## src/rtl/conv_rr_arbiter.sv

```systemverilog
`default_nettype none
// ============================================================================
// Module   : conv_rr_arbiter
// Purpose  : Round-robin sharing of one int16->float32 and one float32->int16
//            converter among NUM_REQ requesters, with a one-entry result register.
// Revision : 1.0
// ============================================================================

module int16_to_float32 (
  input  logic [15:0] in_val,
  output logic [31:0] out_val
);
  logic [15:0] mag;
  logic [3:0]  msb;
  logic [22:0] frac;

  always_comb begin
    mag = in_val[15] ? (~in_val + 16'd1) : in_val;
    msb = 4'd0;
    for (int b = 0; b < 16; b++) begin
      if (mag[b]) msb = 4'(b);
    end
    // The implicit leading one is shifted out of the 23-bit fraction field.
    frac    = 23'({mag[14:0], 8'd0} << (4'd15 - msb));
    out_val = (mag == 16'd0) ? 32'd0 : {in_val[15], 8'd127 + {4'd0, msb}, frac};
  end
endmodule

module float32_to_int16 (
  input  logic [31:0] in_val,
  output logic [15:0] out_val
);
  logic [7:0]  expo;
  logic [15:0] mag;

  always_comb begin
    expo = in_val[30:23];
    mag  = 16'(({1'b1, in_val[22:0]}) >> (8'd150 - expo));
    // Truncates toward zero; NaN maps to 0, out-of-range saturates.
    if (expo == 8'hFF && in_val[22:0] != 23'd0) out_val = 16'd0;
    else if (expo < 8'd127)                      out_val = 16'd0;
    else if (expo >= 8'd142)                     out_val = in_val[31] ? 16'h8000 : 16'h7FFF;
    else                                         out_val = in_val[31] ? (~mag + 16'd1) : mag;
  end
endmodule

module conv_rr_arbiter #(
  parameter  int NUM_REQ = 4,
  localparam int ID_W    = $clog2(NUM_REQ)
) (
  input  logic                  clk,
  input  logic                  rst,
  input  logic [NUM_REQ-1:0]    req_valid,
  input  logic [NUM_REQ-1:0]    req_op,
  input  logic [NUM_REQ*32-1:0] req_data,
  output logic [NUM_REQ-1:0]    req_ready,
  output logic                  rsp_valid,
  input  logic                  rsp_ready,
  output logic [ID_W-1:0]       rsp_id,
  output logic                  rsp_op,
  output logic [31:0]           rsp_data
);
  logic [ID_W-1:0] r_ptr;
  logic            r_rsp_valid;
  logic [ID_W-1:0] r_rsp_id;
  logic            r_rsp_op;
  logic [31:0]     r_rsp_data;

  logic            w_found;
  logic [ID_W-1:0] w_grant;
  logic [ID_W:0]   w_idx;
  logic            w_can_accept;
  logic            w_accept;
  logic            w_sel_op;
  logic [31:0]     w_sel_data;
  logic [31:0]     w_i2f;
  logic [15:0]     w_f2i;
  logic [31:0]     w_result;
  logic [ID_W-1:0] w_ptr_next;

  // Scan from the highest offset down so the nearest valid requester to ptr wins.
  always_comb begin
    w_found = 1'b0;
    w_grant = '0;
    w_idx   = '0;
    for (int k = NUM_REQ - 1; k >= 0; k--) begin
      w_idx = {1'b0, r_ptr} + (ID_W+1)'(k);
      if (w_idx >= (ID_W+1)'(NUM_REQ)) w_idx = w_idx - (ID_W+1)'(NUM_REQ);
      if (req_valid[w_idx[ID_W-1:0]]) begin
        w_found = 1'b1;
        w_grant = w_idx[ID_W-1:0];
      end
    end
  end

  assign w_can_accept = !r_rsp_valid || rsp_ready;
  assign w_accept     = w_found && w_can_accept && !rst;

  always_comb begin
    req_ready = '0;
    if (w_accept) req_ready[w_grant] = 1'b1;
  end

  always_comb begin
    w_sel_op   = 1'b0;
    w_sel_data = 32'd0;
    for (int i = 0; i < NUM_REQ; i++) begin
      if (w_grant == ID_W'(i)) begin
        w_sel_op   = req_op[i];
        w_sel_data = req_data[32*i +: 32];
      end
    end
  end

  int16_to_float32 u_i2f (.in_val(w_sel_data[15:0]), .out_val(w_i2f));
  float32_to_int16 u_f2i (.in_val(w_sel_data),       .out_val(w_f2i));

  assign w_result   = w_sel_op ? {{16{w_f2i[15]}}, w_f2i} : w_i2f;
  assign w_ptr_next = (w_grant == ID_W'(NUM_REQ - 1)) ? '0 : w_grant + ID_W'(1);

  always_ff @(posedge clk) begin
    if (rst) begin
      r_ptr       <= '0;
      r_rsp_valid <= 1'b0;
      r_rsp_id    <= '0;
      r_rsp_op    <= 1'b0;
      r_rsp_data  <= 32'd0;
    end else if (w_accept) begin
      r_ptr       <= w_ptr_next;
      r_rsp_valid <= 1'b1;
      r_rsp_id    <= w_grant;
      r_rsp_op    <= w_sel_op;
      r_rsp_data  <= w_result;
    end else if (rsp_ready) begin
      r_rsp_valid <= 1'b0;
    end
  end

  assign rsp_valid = r_rsp_valid;
  assign rsp_id    = r_rsp_id;
  assign rsp_op    = r_rsp_op;
  assign rsp_data  = r_rsp_data;
endmodule

`default_nettype wire

```

## config.mk

```make
export PLATFORM = sky130hd
export DESIGN_NAME = conv_rr_arbiter
export DESIGN_NICKNAME = d
export VERILOG_FILES = /design/src/rtl/conv_rr_arbiter.sv
export SDC_FILE = /design/constraint.sdc
export NUM_CORES = 1
export LEC_CHECK = 0
export BUFFER_PORTS_ARGS = -buffer_cell sky130_fd_sc_hd__buf_4
export CAP_MARGIN = 0
export CORE_MARGIN = 2
export CORE_UTILIZATION = 56
export CTS_CLUSTER_DIAMETER = 50
export DETAILED_ROUTE_END_ITERATION = 10
export PLACE_DENSITY = 0.83
export SLEW_MARGIN = 20
export SYNTH_ARGS = -nofsm -noshare
export SYNTH_HDL_FRONTEND = slang
export SYNTH_HIERARCHICAL = 1
export SYNTH_SLANG_ARGS = --single-unit
```

## constraint.sdc

```tcl
create_clock -name clk -period 8.4 [get_ports clk]
set_input_delay 0 -clock clk [delete_from_list [all_inputs] [get_ports clk]]
set_output_delay 0 -clock clk [all_outputs]
set_load 0.005 [all_outputs]
```

==> results by group <==
Power and ir drop
  – Net Sw Frac: 54.36%
  – Leakage power: 3.507 nW
  – Combinational power share: 87.1%
  – Flop pwr share: 7.2%
  – Sw Pwr: 2.045 mW
  – PwrDens: 444.7 nW/µm²
  – Part of the power in the clock network: 5.7%
  – VDD IR max: 0.3018 mV
  – Cell internal pwr: 1.717 mW

Worst setup path
  – Critical Path Max Stage Delay: 0.79 ns
  – Reg-to-reg startpoint: r_ptr[1]
  – CP startpoint kind: flop
  – Worst Path Max Fanout: 36
  – Slowest cell on the critical path: ha_1
  – Worst path buffer plus inverter count: 5
  – Critical path arrival: 7.17 ns
  – Most used cell, CP: buf_4
  – Critical path required time: 8.55 ns
  – Reg2Reg Depth: 24
  – R2R Path End: rsp_data[18]
  – Crit. End Element: flop
  – Delay-heaviest family, CP: compound AO/OA/AOI/OAI gates
  – Flop-to-flop setup slack: 1.38 ns
  – CP Cell Sequence: mux2i_1, nor2_1, nor3_1, ha_1, nor2b_2, buf_4, a221oi_1, o31ai_4, inv_1, ha_1, buf_4, mux2_2, mux4_2, a21oi_1, a32oi_1, o221ai_1, nand3_1, nor3_1, a2111o_1, nand3_1, inv_1, o21a_1, buf_4, a21oi_1
  – Worst Setup Path Type: flop to flop

Drt
  – DRT Pass-1 Iters: 6
  – DRT iter0 DRCs: 879
  – WL per Instance: 17.98 µm
  – Via/cell ratio: 6.401
  – Final WL: 22,100 µm
  – Vias: 7,867
  – DRC Markers: 0
  – Antenna Violating Nets Remaining: 0

Place
  – I/O Buffers: 178
  – Hpwl dp: 16,610 µm
  – Routability cong.: 1.040
  – Cell Area, Placed: 8285 µm²

CTS
  – Longest Clk Path Bufs: 2
  – CTS Buf Count: 5
  – Clock Sinks: 38
  – Worst-path clk slew: 0.06 ns
  – Number of gates resized after CTS: 0
  – H-tree Lvls: 2
  – Clock root buffer: clkbuf_16
  – Worst-Skew Late Latency: 0.29 ns
  – TritonCTS clock tree: yes

Logic synthesis
  – Synth area leader: dfxtp_1
  – Most used flip-flop cell after synthesis: dfxtp_1
  – Cell variety after synth: 101
  – Top-area cell type share of the netlist area: 10.99%
  – Syn_area_per_cell: 7.492 µm²
  – EDFF count, synth: 0
  – Sequential share of the synthesized area: 10.99%
  – Synth area leaders: dfxtp_1 11%, mux2i_1 8.0%, nand2_1 5.9%
  – #FFs+latches synth: 38
  – Post-synth ARST share: 0%
  – Synth warn: 6
  – Post-Synthesis Cell Area: 6923 µm²
  – Mapped Cells: 924

Run
  – MaxCap Viol Count: 0

Die
  – Die footprint: 13,270 µm²
  – I/O pins: 179
  – Die Y: 115.2 µm
  – Initial Util: 57.40%
  – Core region area: 12,060 µm²
  – Die W: 115.2 µm
  – Rows: 40

Hold path
  – Hold Crit Start: rsp_ready
  – Hold depth: 4
  – Hold Crit Class: primary input to flop
  – Worst Hold End: rsp_valid

Timing
  – Min Tclk post-route: 7.019 ns
  – Setup TNS: 0 ns
  – RSZ-0062 raised after global routing: no
  – Max-slew violation count: 0
  – Hold Fails Final Rpt: 0
  – Worst-margin pin slew: 1.059 ns
  – Rel. slew slack: 28.81%
  – Skew final: 0.006975 ns
  – Max Clk Rate: 0.1425 GHz
  – Tcrit/Tclk final: 83.56%
  – Final setup viols: 0

Cells and area
  – Antenna Cells: 0
  – Final nets: 1,210
  – Share of cells above drive strength 1: 28.75%
  – Area Growth Syn to Fin: 22.21%
  – Design area: 8461 µm²

Outcome
  – Outcome: completed

GRT
  – Vias in the first global route: 7,392
  – Initial antenna violation count: 0
  – Largest net degree at the start of global routing: 62
  – GRT Overall Usage: 33.10%
  – Total gr overflow: 0
  – First-pass GRT wire length: 36,360 µm
==> state kept, by name, indices dropped and copies added, names as in the netlist <==
register   count
r_ptr          2
rsp_op         1
rsp_id         2
rsp_data      32
rsp_valid      1
==> logic make-up after synthesis <==
family	share of synthesized area, %
AOI/OAI and AO/OA	33.17
xor gates and xnor gates	3.922
adders and majority gates	1.988
buffers and inverters	8.964
DFF	10.99
muxes	14.78
other	0.05417
and+or+nand+nor	26.13
==> worst max path at each step <==
stage | depth (start not counted) | slack [ns] | end | from
6_report | 24 | 1.38 | rsp_data[18] | r_ptr[1]
5_1_grt | 23 | 0.83 | rsp_data[15] | r_ptr[1]
4_1_cts | 24 | 1.55 | rsp_data[15] | r_ptr[1]
3_5_place_dp | 24 | 1.60 | rsp_data[15] | r_ptr[1]
3_3_place_gp | 22 | 1.88 | rsp_data[29] | r_ptr[1]
2_1_floorplan | 29 | 2.50 | rsp_data[20] | r_ptr[1]
==> synthesized netlist by cell type, drive strengths merged, types with 4 or more instances <==
cell / number
nand2: 109
a21oi: 70
nor2: 56
mux2i: 55
o21ai: 54
buf: 48
nor2b: 45
clkbuf: 44
o31ai: 40
dfxtp: 38
nand3: 37
a221oi: 34
nor3: 24
inv: 20
mux4: 16
xnor2: 16
nor4: 15
a211oi: 12
xor2: 12
ha: 11
mux2: 10
a31oi: 9
and2: 9
nand2b: 9
and3: 8
or3: 8
a21o: 7
o211ai: 7
o22ai: 7
nand4: 6
nor4b: 5
o21a: 5
a21boi: 4
nand3b: 4
o41ai: 4
or4: 4
==> what timing repair did <==
item,CTS,global route
hold buffers,1,0
hold endpoints to repair,1,0
setup buffers,0,0
==> stage by stage <==
step	instances	util, %	hold WS [ns]	worst slack, ns	power [mW]
finish	1229	70.15	0.06886	1.381	3.762
CTS	1229	70.15	0.08043	1.547	3.679
global route	1229	70.15	0.1095	0.8264	4.056
detailed placement	1220	68.69	0.2105	1.605	3.443
floorplan	932	-	0.07238	2.504	2.765
global placement	1220	68.69	0.2001	1.884	3.394
==> cell usage in the layout (no fill, tap or decap), types with 10 or more instances in the layout <==
| master | instances |
|---|---|
| buf_4 | 212 |
| nand3_1 | 37 |
| nor3_1 | 21 |
| nor2b_1 | 44 |
| a211oi_1 | 10 |
| xor2_1 | 11 |
| dfxtp_1 | 38 |
| mux2i_1 | 55 |
| xnor2_1 | 15 |
| o31ai_1 | 30 |
| nor2_1 | 55 |
| a21oi_1 | 60 |
| a221oi_1 | 34 |
| nand2_1 | 108 |
| mux4_2 | 16 |
| nor4_1 | 12 |
| inv_1 | 18 |
| o21ai_0 | 47 |
| a21oi_4 | 10 |
==> worst register-to-register path, stage by stage (launching register included) <==
cell,delay [ns]
dfxtp_1,0.43
mux2i_1,0.24
nor2_1,0.08
nor3_1,0.44
ha_1,0.80
nor2b_2,0.09
buf_4,0.27
a221oi_1,0.46
o31ai_4,0.11
inv_1,0.36
ha_1,0.21
buf_4,0.37
mux2_2,0.43
mux4_2,0.47
a21oi_1,0.15
a32oi_1,0.10
o221ai_1,0.20
nand3_1,0.26
nor3_1,0.52
a2111o_1,0.23
nand3_1,0.06
inv_1,0.06
o21a_1,0.12
buf_4,0.33
a21oi_1,0.12
==> power by group through the flow <==
stage	logic (mW)	registers, mW	clock network [mW]
after floorplan	2.49	0.277	0
after global placement	3.12	0.276	0
after CTS	3.19	0.273	0.216
after detailed placement	3.17	0.276	0
final	3.28	0.273	0.214
after global routing	3.55	0.279	0.227
==> routing by layer <==
layer | global-route usage [%] | routed length (µm) | vias to the layer above
met5 | 0 | 0 | -
met4 | 11.41 | 608 | 0
met3 | 4.059 | 1656 | 56
met2 | 55.45 | 10680 | 403
met1 | 44.06 | 9162 | 3646
li1 | - | - | 3762
==> final cells by class <==
class / count / area [µm²]
clock buffers: 5 / 125.1
clock inverters: 3 / 40.04
fillers: 1039 / 3601
inverters: 22 / 82.58
multi-input cells: 780 / 5640
flip-flops and latches: 38 / 760.7
well taps: 168 / 210.2
repair buffers: 213 / 1602
Power figures use the tool's default switching activity.
